--- src/rtl/layer1_seq_pkg.sv ---
// Shared state encoding, default sizes and counter-width helper for the layer-1 block sequencer.
package layer1_seq_pkg;

  typedef enum logic [2:0] {
    ST_IDLE    = 3'd0,
    ST_LOAD_W1 = 3'd1,
    ST_LOAD_W2 = 3'd2,
    ST_STREAM  = 3'd3,
    ST_DRAIN   = 3'd4,
    ST_DONE    = 3'd5
  } seq_state_e;

  localparam int DEF_DATA_WIDTH = 32;
  localparam int DEF_W1_COUNT   = 4096;
  localparam int DEF_W2_COUNT   = 36864;
  localparam int DEF_PXL_COUNT  = 64 * 512 * 512;

  // Bits needed to hold every value from 0 up to and including max_count.
  function automatic int cnt_width(input int max_count);
    return $clog2(max_count + 1);
  endfunction

endpackage

--- src/rtl/layer1_block_sequencer_seq_counter.sv ---
// Saturating up-counter with synchronous clear and a terminal-value flag.
module seq_counter #(
  parameter int WIDTH = 8,
  parameter int TERM  = 255
) (
  input  logic             clk,
  input  logic             reset,
  input  logic             clr,
  input  logic             en,
  output logic [WIDTH-1:0] count,
  output logic             term
);

  localparam logic [WIDTH-1:0] TERM_V = WIDTH'(TERM);
  localparam logic [WIDTH-1:0] ONE_V  = WIDTH'(1);

  assign term = (count == TERM_V);

  // Count enabled events, holding at the terminal value instead of wrapping
  always_ff @(posedge clk or negedge reset) begin
    if (!reset) begin
      count <= {WIDTH{1'b0}};
    end else if (clr) begin
      count <= {WIDTH{1'b0}};
    end else if (en && !term) begin
      count <= count + ONE_V;
    end else begin
      count <= count;
    end
  end

endmodule

--- src/rtl/layer1_block_sequencer.sv ---
// Sequences one basic-block run: load conv1 then conv2 weights, stream pixels, wait for all results.
module layer1_block_sequencer
  import layer1_seq_pkg::*;
#(
  parameter int DATA_WIDTH = DEF_DATA_WIDTH,
  parameter int W1_COUNT   = DEF_W1_COUNT,
  parameter int W2_COUNT   = DEF_W2_COUNT,
  parameter int PXL_COUNT  = DEF_PXL_COUNT
) (
  input  logic                  clk,
  input  logic                  reset,
  input  logic                  start,
  input  logic                  w_valid,
  input  logic [DATA_WIDTH-1:0] w_data,
  output logic                  w_ready,
  input  logic                  src_valid,
  input  logic [DATA_WIDTH-1:0] src_data,
  output logic                  src_ready,
  output logic                  valid_weight_out1,
  output logic [DATA_WIDTH-1:0] weight_out1,
  output logic                  valid_weight_out2,
  output logic [DATA_WIDTH-1:0] weight_out2,
  output logic                  valid_pxl_out,
  output logic [DATA_WIDTH-1:0] pxl_out,
  input  logic                  blk_valid_in,
  output logic                  busy,
  output logic                  done,
  output logic [2:0]            state
);

  localparam int W_TOTAL = W1_COUNT + W2_COUNT;
  localparam int WCW     = cnt_width(W_TOTAL);
  localparam int PCW     = cnt_width(PXL_COUNT);

  // A single weight counter spans both loads; the conv1/conv2 boundary is an intermediate value.
  localparam logic [WCW-1:0] W1_LAST  = WCW'(W1_COUNT - 1);
  localparam logic [WCW-1:0] W_LAST   = WCW'(W_TOTAL - 1);
  localparam logic [PCW-1:0] PXL_LAST = PCW'(PXL_COUNT - 1);
  localparam logic [PCW-1:0] PXL_TERM = PCW'(PXL_COUNT);

  seq_state_e     state_r;
  logic [WCW-1:0] w_cnt;
  logic [PCW-1:0] in_cnt;
  logic [PCW-1:0] out_cnt;
  logic           w_full;
  logic           in_full;
  logic           out_full;
  logic           cnt_clr;
  logic           w_fire;
  logic           src_fire;
  logic           blk_count;

  assign cnt_clr   = (state_r == ST_IDLE) && start;
  assign w_ready   = ((state_r == ST_LOAD_W1) || (state_r == ST_LOAD_W2)) && !w_full;
  assign src_ready = (state_r == ST_STREAM) && !in_full;
  assign w_fire    = w_valid && w_ready;
  assign src_fire  = src_valid && src_ready;
  assign blk_count = blk_valid_in && ((state_r == ST_STREAM) || (state_r == ST_DRAIN)) && !out_full;

  assign busy  = (state_r != ST_IDLE);
  assign done  = (state_r == ST_DONE);
  assign state = state_r;

  seq_counter #(.WIDTH(WCW), .TERM(W_TOTAL)) w_cnt_i (
    .clk(clk), .reset(reset), .clr(cnt_clr), .en(w_fire), .count(w_cnt), .term(w_full)
  );

  seq_counter #(.WIDTH(PCW), .TERM(PXL_COUNT)) in_cnt_i (
    .clk(clk), .reset(reset), .clr(cnt_clr), .en(src_fire), .count(in_cnt), .term(in_full)
  );

  seq_counter #(.WIDTH(PCW), .TERM(PXL_COUNT)) out_cnt_i (
    .clk(clk), .reset(reset), .clr(cnt_clr), .en(blk_count), .count(out_cnt), .term(out_full)
  );

  // Sequencer state plus registered weight/pixel forwarding with one-cycle latency
  always_ff @(posedge clk or negedge reset) begin
    if (!reset) begin
      state_r           <= ST_IDLE;
      valid_weight_out1 <= 1'b0;
      valid_weight_out2 <= 1'b0;
      valid_pxl_out     <= 1'b0;
      weight_out1       <= {DATA_WIDTH{1'b0}};
      weight_out2       <= {DATA_WIDTH{1'b0}};
      pxl_out           <= {DATA_WIDTH{1'b0}};
    end else begin
      valid_weight_out1 <= 1'b0;
      valid_weight_out2 <= 1'b0;
      valid_pxl_out     <= src_fire;
      if (src_fire) begin
        pxl_out <= src_data;
      end
      case (state_r)
        ST_IDLE: begin
          if (start) begin
            state_r <= ST_LOAD_W1;
          end
        end
        ST_LOAD_W1: begin
          if (w_fire) begin
            weight_out1       <= w_data;
            valid_weight_out1 <= 1'b1;
            if (w_cnt == W1_LAST) begin
              state_r <= ST_LOAD_W2;
            end
          end
        end
        ST_LOAD_W2: begin
          if (w_fire) begin
            weight_out2       <= w_data;
            valid_weight_out2 <= 1'b1;
            if (w_cnt == W_LAST) begin
              state_r <= ST_STREAM;
            end
          end
        end
        ST_STREAM: begin
          if (src_fire && (in_cnt == PXL_LAST)) begin
            state_r <= ST_DRAIN;
          end
        end
        // Results may all have arrived during STREAM; DRAIN still lasts at least one cycle.
        ST_DRAIN: begin
          if (out_cnt == PXL_TERM) begin
            state_r <= ST_DONE;
          end
        end
        ST_DONE: begin
          state_r <= ST_IDLE;
        end
        default: begin
          state_r <= ST_IDLE;
        end
      endcase
    end
  end

endmodule

--- config.mk ---
export PLATFORM = sky130hd
export DESIGN_NAME = layer1_block_sequencer
export DESIGN_NICKNAME = d
export VERILOG_FILES = /design/src/rtl/layer1_seq_pkg.sv /design/src/rtl/layer1_block_sequencer_seq_counter.sv /design/src/rtl/layer1_block_sequencer.sv
export SDC_FILE = /design/constraint.sdc
export NUM_CORES = 1
export LEC_CHECK = 0
export CORE_ASPECT_RATIO = 0.6
export CORE_MARGIN = 5
export CORE_UTILIZATION = 45
export CTS_CLUSTER_DIAMETER = 30
export DETAILED_ROUTE_END_ITERATION = 7
export GPL_TIMING_DRIVEN = 1
export HOLD_SLACK_MARGIN = 0.15
export PLACE_DENSITY = 0.73
export SLEW_MARGIN = 30
export SYNTH_ARGS = -nofsm -noshare
export SYNTH_HDL_FRONTEND = slang
export SYNTH_SLANG_ARGS = --single-unit
--- constraint.sdc ---
create_clock -name clk -period 2.8 [get_ports clk]
set_input_delay 0.28 -clock clk [delete_from_list [all_inputs] [get_ports clk]]
set_output_delay 0.28 -clock clk [all_outputs]
set_load 0.005 [all_outputs]
Yosys cells after proc, flatten, opt, wreduce, memory -nomap -nowiden
Index checks and enable logic that the tools add are counted.
W data, S select, Z words.

cells by class
  reductions and logical operators = 24
  equality and inequality tests = 18
  muxes and demuxes = 17
  add/sub/neg operators = 3

operators with widths
  cell                     number
  $mux W25                 4
  $add A25 B1 Y25 const B  2
  $eq A25 B25 Y1 const B   2
  $eq A16 B16 Y1 const B   2
  $mux W16                 2
  $eq A25 B24 Y1 const B   1
  $mux W3                  7
  $add A16 B1 Y16 const B  1
  $eq A16 B12 Y1 const B   1
  $pmux W3 S5              1
  $ne A2 B1 Y1 const B     6
  $logic_and A1 B1 Y1      11
  $reduce_and A7 Y1        1
  $eq A3 B2 Y1 const B     2
  $eq A3 B3 Y1 const B     2
  $reduce_bool A2 Y1       3
  $reduce_and A2 Y1        2
  $eq A3 B1 Y1 const B     1
  $logic_not A1 Y1         3
  $logic_not A3 Y1         1
  $mux W1                  3
  $reduce_bool A3 Y1       1
  $logic_or A1 B1 Y1       2
  $ne A2 B2 Y1 const B     1

word-level totals
  word-level logic and storage cells = 72
  output and inout bits = 106
  input bits = 70
  register bits = 168

Logic depth before layout (Yosys ltp)
Gate-level depths: netlist (run 1).

  depth after elaboration = 7
  gate-level depth with buffers = 9
  mapped depth without buffers = 8

By module
A second synthesis (run 1) with hierarchy kept.

second synthesis, totals
  cell total of the unflattened synthesis = 668
  area, all modules = 7892.6 um^2

by module, submodules not included
  module                       cells an instance  sequential area each (um^2)  area an instance (um^2)  instances
  layer1_block_sequencer       269                2552.4                       4149.0                   1
  seq_counter at in_cnt_i ...  151                625.6                        1421.4                   2
  seq_counter at w_cnt_i       97                 400.4                        900.9                    1

Worst setup path after synthesis (run 1)
Ideal clock, no wire load.

  path kind = flip-flop to flip-flop
  from = register w_cnt_i.count[12]
  to = register weight_out2[23]
  arrival = 1.916 ns
  required time = 2.675 ns
  setup slack = 0.759 ns
  cell stages (with the launch flop) = 9
  path buffers = 3
  library setup time = 0.125 ns
  period minus slack after synthesis = 2.041 ns
  cell sequence = dfrtp_1 -> clkbuf_1 -> nor4b_1 -> nand4_1 -> and2_1 -> clkbuf_2 -> nand3_2 -> buf_2 -> mux2_2

on the way
  word-level cells in the longest chain between the ends = 5

RTL lines
  item                         line                                      RTL
  from (decl)                  layer1_block_sequencer_seq_counter.sv:10  output logic [WIDTH-1:0] count,
  from (signal assigned)       layer1_block_sequencer_seq_counter.sv:22  count <= {WIDTH{1'b0}};
  from (signal assigned)       layer1_block_sequencer_seq_counter.sv:24  count <= {WIDTH{1'b0}};
  from (signal assigned)       layer1_block_sequencer_seq_counter.sv:26  count <= count + ONE_V;
  $eq A16 B16 Y1               layer1_block_sequencer_seq_counter.sv:17  assign term = (count == TERM_V);
  $logic_not A1 Y1             layer1_block_sequencer.sv:54              assign w_ready = ((state_r == ST_LOAD_W1) || (state_r == ST_LOAD_W2)) && !w_full;
  $logic_and A1 B1 Y1          layer1_block_sequencer.sv:54
  $logic_and A1 B1 Y1          layer1_block_sequencer.sv:56              assign w_fire = w_valid && w_ready;
  $reduce_and A2 Y1 (no line)  --
  to (signal assigned)         layer1_block_sequencer.sv:84              weight_out2 <= {DATA_WIDTH{1'b0}};
  to (signal assigned)         layer1_block_sequencer.sv:110             weight_out2 <= w_data;
  to (decl)                    layer1_block_sequencer.sv:22              output logic [DATA_WIDTH-1:0] weight_out2,

No other way between the ends.
A chain may end at the register's enable or synchronous reset.

Worst setup path after layout (run 1)
  from = register in_cnt_i.count[0]
  to = output port src_ready

on the way
  word-level cells in the longest chain between the ends = 3

RTL lines
  item                    line                                      RTL
  from (decl)             layer1_block_sequencer_seq_counter.sv:10
  from (signal assigned)  layer1_block_sequencer_seq_counter.sv:22
  from (signal assigned)  layer1_block_sequencer_seq_counter.sv:24
  from (signal assigned)  layer1_block_sequencer_seq_counter.sv:26
  $eq A25 B25 Y1          layer1_block_sequencer_seq_counter.sv:17
  $logic_not A1 Y1        layer1_block_sequencer.sv:55              assign src_ready = (state_r == ST_STREAM) && !in_full;
  $logic_and A1 B1 Y1     layer1_block_sequencer.sv:55
  to (decl)               layer1_block_sequencer.sv:18              output logic src_ready,

No other way between the ends.

==> summary.txt, run 1 <==
Run status
  – Status: complete, no violations

Worst setup path
  – Startpoint types: register
  – Worst EP required: 2520 ps
  – CP max FO: 5
  – Setup Crit Path Kind: register to primary output
  – Critical Path AT: 2230 ps
  – Reg2Reg Setup Slack: 360 ps
  – CP Capture Type: primary output

Final layout
  – Finished Layout Cells: 1020
  – Nets: 874
  – N_diodes: 0
  – P&R area growth vs syn: 35.06%
  – Share of layout cells above drive strength 1: 18.99%
  – Fill count: 1244

Placed design
  – Placed cells: 987
  – Dpl hpwl: 13600 um
  – Port Buffers: 175
  – Routability cong.: 0.9325

Floorplanning
  – Die footprint: 0.01928 mm^2
  – # rows: 36
  – Io pins: 176
  – Die Y-Extent: 109.6 um
  – Core area: 0.01622 mm^2
  – Initial core utilization: 45.85%
  – Die W: 175.9 um

Power
  – Peak supply drop: 0.3368 mV
  – Power Dens Cells: 559.2 mW/mm^2
  – Static leakage: 4.525 nW

Logic synthesis
  – Syn_area_per_cell: 12.11 um^2
  – Distinct cell type count after synthesis: 51
  – Top post-synthesis cells by area: dfrtp_1, mux2_2, xor2_1
  – Post-synth top cells: dfrtp_1, mux2_2, nor2_1
  – Gate Count Post-Synth: 614
  – Sequential area share after synthesis: 56.55%
  – Post-synth EDFFs: 0
  – Main synth FF type: dfrtp_1
  – Dominant cell type by area after synthesis: dfrtp_1
  – Most frequent cell after synthesis: dfrtp_1
  – Yosys reg bits: 168
  – Async SR Flop Fraction: 100.0%
  – Syn Nets: 690
  – Area share of the largest cell type after synthesis: 56.55%
  – Synth warn: 0
  – Cell Area, Synth: 0.007435 mm^2

Clock network
  – CTS tree: done
  – Clk_lat worst skew: 440 ps
  – Clock tree buffer depth: 2
  – Sink Count: 168
  – TritonCTS buffer count: 17
  – CTS root buffer: clkbuf_16
  – Worst-path clk slew: 70 ps
  – CTS H-Tree Depth: 4

Routing
  – DRC violations left: 0
  – Drt first pass iters: 5
  – Vias per inst: 5.420
  – Antenna Nets Post-Route: 0
  – WL per Instance: 18.30 um
  – Initial DRC Count: 454
  – Routed WL: 18660 um
  – Routed via count: 5528

GRT
  – Met2 GRT Util: 32.05%
  – Largest net degree at the start of global routing: 70
  – Total grt overflow: 0
  – GRT met1 Usage: 26.29%
  – Global-route layer with the greatest usage: met2
  – Initial antenna violation count: 0
  – Overall global routing resource usage: 20.08%
  – Met3 global-route usage: 7.251%
  – Vias in the first global route: 5920
  – Global-route wire length before repair: 30720 um

Timing
  – Slew @ Worst Pin: 799.9 ps
  – Slew Viols, Final: 0
  – Final Hold Fails: 0
  – Setup TNS: 0 ps
  – Clk_skew: 14.92 ps
  – Hold_ws: 403.8 ps
  – Tcrit/Tclk final: 89.66%
  – Rel. slew slack: 46.26%
  – Setup Viol. Count Final: 0
  – Fin crit period: 2511 ps
  – FMAX: 398.3 MHz
  – RSZ-0062 raised after global routing: no

Job
  – Max-cap check violation count: 0

Hold path
  – Hold Path Class: input port to asynchronous set/reset pin
==> layer usage <==
layer / part of all wire [%] / vias to the layer above
met2: 47 / 214
met4: 1.0 / 0
li1: - / 2558
met3: 8.9 / 20
met1: 43 / 2736
met5: 0 / -
==> worst paths after layout <==
| check | depth (start not counted) | end | from |
|---|---|---|---|
| worst max-delay path | 7 | src_ready | in_cnt_i.count[0] |
| worst min-delay path | 2 | valid_pxl_out | reset |
| worst max register to register | 6 | weight_out2[24] | state[1] |
| worst min register to register | 1 | out_cnt_i.count[24] | out_cnt_i.count[24] |
| max in group asynchronous | 3 | weight_out1[21] | reset |
| min in group clk | 2 | pxl_out[5] | src_data[5] |
==> cells in the final DEF, fill, tap and decap left out, types with 5 or more instances in the layout <==
cell | netlist | routed
o211ai_1 | 7 | 7
a21oi_1 | 9 | 9
nand3_1 | 32 | 32
nor4_1 | 15 | 15
o31ai_1 | 6 | 6
clkdlybuf4s50_1 | 0 | 174
mux2i_1 | 5 | 5
buf_4 | 8 | 10
xor2_1 | 38 | 38
clkbuf_16 | 0 | 17
inv_8 | 0 | 5
dfrtp_1 | 168 | 168
ha_1 | 6 | 6
mux2_2 | 96 | 96
and2_1 | 6 | 6
and3_1 | 10 | 10
nand4_1 | 28 | 28
nor2_1 | 65 | 65
xnor2_1 | 11 | 11
o21ai_0 | 8 | 8
nand2_1 | 21 | 21
inv_1 | 16 | 16
==> worst max-delay path, cell delays in order (launching register included) <==
cell and delay (ps):
dfrtp_1 430, inv_1 80, ha_1 160, nor4bb_1 280, nand4_1 180, nor2_1 150, nor2_1 70, clkdlybuf4s50_1 460
==> through the flow <==
| step | util (%) | setup slack [ps] | power [mW] | instance area [um^2] |
|---|---|---|---|---|
| 2_1_floorplan | - | 759.1 | 2.950 | 7435 |
| 3_3_place_gp | 58.33 | 445.5 | 3.372 | 9458 |
| 3_5_place_dp | 58.33 | 379.3 | 3.406 | 9458 |
| 4_1_cts | 61.92 | 264.3 | 5.679 | 10040 |
| 5_1_grt | 61.92 | 90.40 | 5.855 | 10040 |
| 6_report | 61.92 | 289.5 | 5.615 | 10040 |
==> layout make-up <==
type | instances | area [um^2] | area share [%]
sequential | 168 | 4204 | 41.87
tap | 209 | 261.5 | 2.604
clock inverter | 15 | 147.6 | 1.470
inverter | 17 | 63.81 | 0.6355
timing repair buffer | 189 | 1898 | 18.90
clock buffer | 17 | 425.4 | 4.237
multi-input combinational | 405 | 3040 | 30.28
==> power by group <==
part           switching (mW)  leakage, nW  internal, mW  total, mW
registers               0.106         2.26          2.56       2.66
clock network            1.07        0.285          1.19       2.26
logic                   0.274         1.98         0.415      0.689
total                    1.46         4.53          4.16       5.62
==> state kept, by name, indices dropped and copies added, names as in the netlist <==
name and flops:
state 3, pxl_out 32, in_cnt_i.count 25, weight_out1 32
valid_weight_out2 1, valid_weight_out1 1, w_cnt_i.count 16, valid_pxl_out 1
out_cnt_i.count 25, weight_out2 32
==> cells by family (layout without fill, tap and decap cells) <==
| logic type | count (synthesis) | in the layout | share of synthesized area [%] |
|---|---|---|---|
| DFF | 168 | 168 | 56.55 |
| xor gates and xnor gates | 49 | 49 | 5.772 |
| and+or+nand+nor | 207 | 207 | 14.83 |
| buffers and inverters | 41 | 238 | 2.558 |
| AOI/OAI and AO/OA | 42 | 42 | 4.073 |
| muxes | 101 | 101 | 15.21 |
| adders and majority gates | 6 | 6 | 1.010 |
==> timing repair <==
| item | 4_1_cts | 5_1_grt |
|---|---|---|
| hold endpoints to repair | 65 | 0 |
| buffers inserted | 0 | 0 |
| setup endpoints to repair | 0 | 0 |
| gates resized for setup | 0 | 0 |
| hold buffers | 1 | 0 |
Power figures use the tool's default switching activity.
==> inputs of run 2 (changes only) <==
Settings changed: CORE_ASPECT_RATIO 0.6 to 1.4.
==> summary.txt, run 2 (same netlist as run 1, synthesis figures left out) <==
Hold path
  – Hold Path Class: input port to asynchronous set/reset pin

Placed design
  – Port Buffers: 175
  – Dpl hpwl: 13020 um
  – Routability cong.: 0.8559

Timing
  – FMAX: 395.1 MHz
  – Rel. slew slack: 48.88%
  – RSZ-0062 raised after global routing: no
  – Slew @ Worst Pin: 760.4 ps
  – Slew Viols, Final: 0
  – Setup Viol. Count Final: 0
  – Setup TNS: 0 ps
  – Fin crit period: 2531 ps
  – Final Hold Fails: 0
  – Tcrit/Tclk final: 90.40%
  – Clk_skew: 12.58 ps

Worst setup path
  – Setup Crit Path Kind: register to primary output
  – Max incr delay on CP: 490 ps
  – RR Startpoint: state[1]
  – Worst EP required: 2520 ps
  – CP endpoint: src_ready
  – Worst reg2reg path endpoint: out_cnt_i.count[23]
  – Cell depth of the worst flop-to-flop path: 5
  – CP max FO: 4
  – Startpoint types: register
  – Worst path slowest cell: nor4_1
  – Reg2Reg Setup Slack: 570 ps
  – Cells along the critical path: nor4_1 -> nand4_1 -> nor2_1 -> nor2_1 -> clkdlybuf4s50_1
  – Worst Setup SP: in_cnt_i.count[10]
  – CP Capture Type: primary output
  – Critical Path AT: 2250 ps
  – Most common cell on crit path: nor2_1

Job
  – Max-cap check violation count: 0

Final layout
  – Multi-input gate area: 0.003040 mm^2
  – Share of layout cells above drive strength 1: 18.32%
  – Sequential cell area: 0.004204 mm^2
  – Nets: 871
  – Commonest cells after routing, fill and taps aside: clkdlybuf4s50_1, dfrtp_1, mux2_2
  – Fill count: 1297
  – P&R area growth vs syn: 34.11%
  – Largest regs: pxl_out (32), weight_out1 (32), weight_out2 (32)
  – N_diodes: 0
  – Leading cell type in the layout, fill and taps excluded: clkdlybuf4s50_1

Clock network
  – Clock tree buffer depth: 2
  – CTS root buffer: clkbuf_16
  – Worst-path clk slew: 70 ps
  – TritonCTS buffer count: 17
  – Setup bufs post-CTS: 0
  – CTS tree: done
  – CTS H-Tree Depth: 4
  – Sink Count: 168
  – Clk_lat worst skew: 420 ps
  – Post_cts resized: 0

Floorplanning
  – Initial core utilization: 45.78%
  – Die footprint: 0.01923 mm^2
  – Io pins: 176
  – Die W: 118.6 um
  – Die Y-Extent: 162.1 um
  – Core area: 0.01624 mm^2
  – # rows: 55

Routing
  – WL per Instance: 17.82 um
  – Max Used Layer: met4
  – Routed length on met3: 846 um
  – Drt first pass iters: 4
  – Antenna Nets Post-Route: 0
  – Met1 wire length: 6962 um
  – DRC violations left: 0
  – Routed via count: 5439
  – Initial DRC Count: 292
  – Met2 wire len: 9634 um
  – Vias per inst: 5.401
  – Routed WL: 17940 um

GRT
  – Total grt overflow: 0
  – Largest net degree at the start of global routing: 83
  – Overall global routing resource usage: 19.07%
  – Initial antenna violation count: 0
  – Global-route wire length before repair: 29660 um
  – Vias in the first global route: 5811

Power
  – Power Dens Cells: 548.2 mW/mm^2
  – Static leakage: 4.481 nW
  – Peak supply drop: 0.2974 mV
  – PnR Total Power: 5.466 mW

Run status
  – Status: complete, no violations
[run 2: changes by cell type in the layout (fill, tap and decap cells not counted), sizes merged]
cell / before / now
clkinv: 6 / 4
clkbuf: 17 / 21
buf: 14 / 11
clkinvlp: 0 / 3
inv: 26 / 21
[run 2: worst min-delay path by stage]
stage                 startpoint  depth (start not counted)  slack (ps)           endpoint
floorplan                  reset                          0         -20  in_cnt_i.count[0]
global placement           reset                          1         370        pxl_out[27]
detailed placement         reset                          1         380        pxl_out[10]
CTS                 src_data[14]                          2         450        pxl_out[14]
global route         src_data[3]                          2         450         pxl_out[3]
finish                     reset                          2         450        pxl_out[10]
[run 2: final cells by class]
type,count,area share (%)
inverters,17,0.6400
repair buffers,186,18.81
clock inverters,11,0.8784
clock buffers,21,4.518
multi-input cells,405,30.49
flip-flops and latches,168,42.16
well taps,199,2.497
[run 2: critical path: cells and delay by family, from the launching register on]
family | cells | cell delay, ps
buffers and inverters | 1 | 480
DFF | 1 | 420
and+or+nand+nor | 4 | 950
[run 2: power breakdown]
group	internal (mW)	switching (mW)
logic	0.411	0.268
clock network	1.17	0.958
registers	2.56	0.0977
total	4.14	1.32
[run 2: per-layer routing]
layer  track usage, %  vias up
li1                 -     2542
met1            21.42     2714
met2            34.10      156
met3            5.155       27
met4            7.907        0
met5                0        -
[run 2: through the flow]
stage / instances / instance area [um^2] / setup WS (ps) / utilization (%) / hold WS, ps
2_1_floorplan: 614 / 7435 / 759.1 / - / -15.59
3_3_place_gp: 974 / 9423 / 638.5 / 58.02 / 371.7
3_5_place_dp: 974 / 9423 / 549.9 / 58.02 / 381.5
4_1_cts: 1007 / 9971 / 271.8 / 61.39 / 452.8
5_1_grt: 1007 / 9971 / 150.9 / 61.39 / 449.6
6_report: 1007 / 9971 / 268.8 / 61.39 / 452.8
[run 2: timing repair]
action                                  CTS  global route
endpoints found under the setup margin    0             0
hold buffers                              1             0
endpoints found under the hold margin    79             0
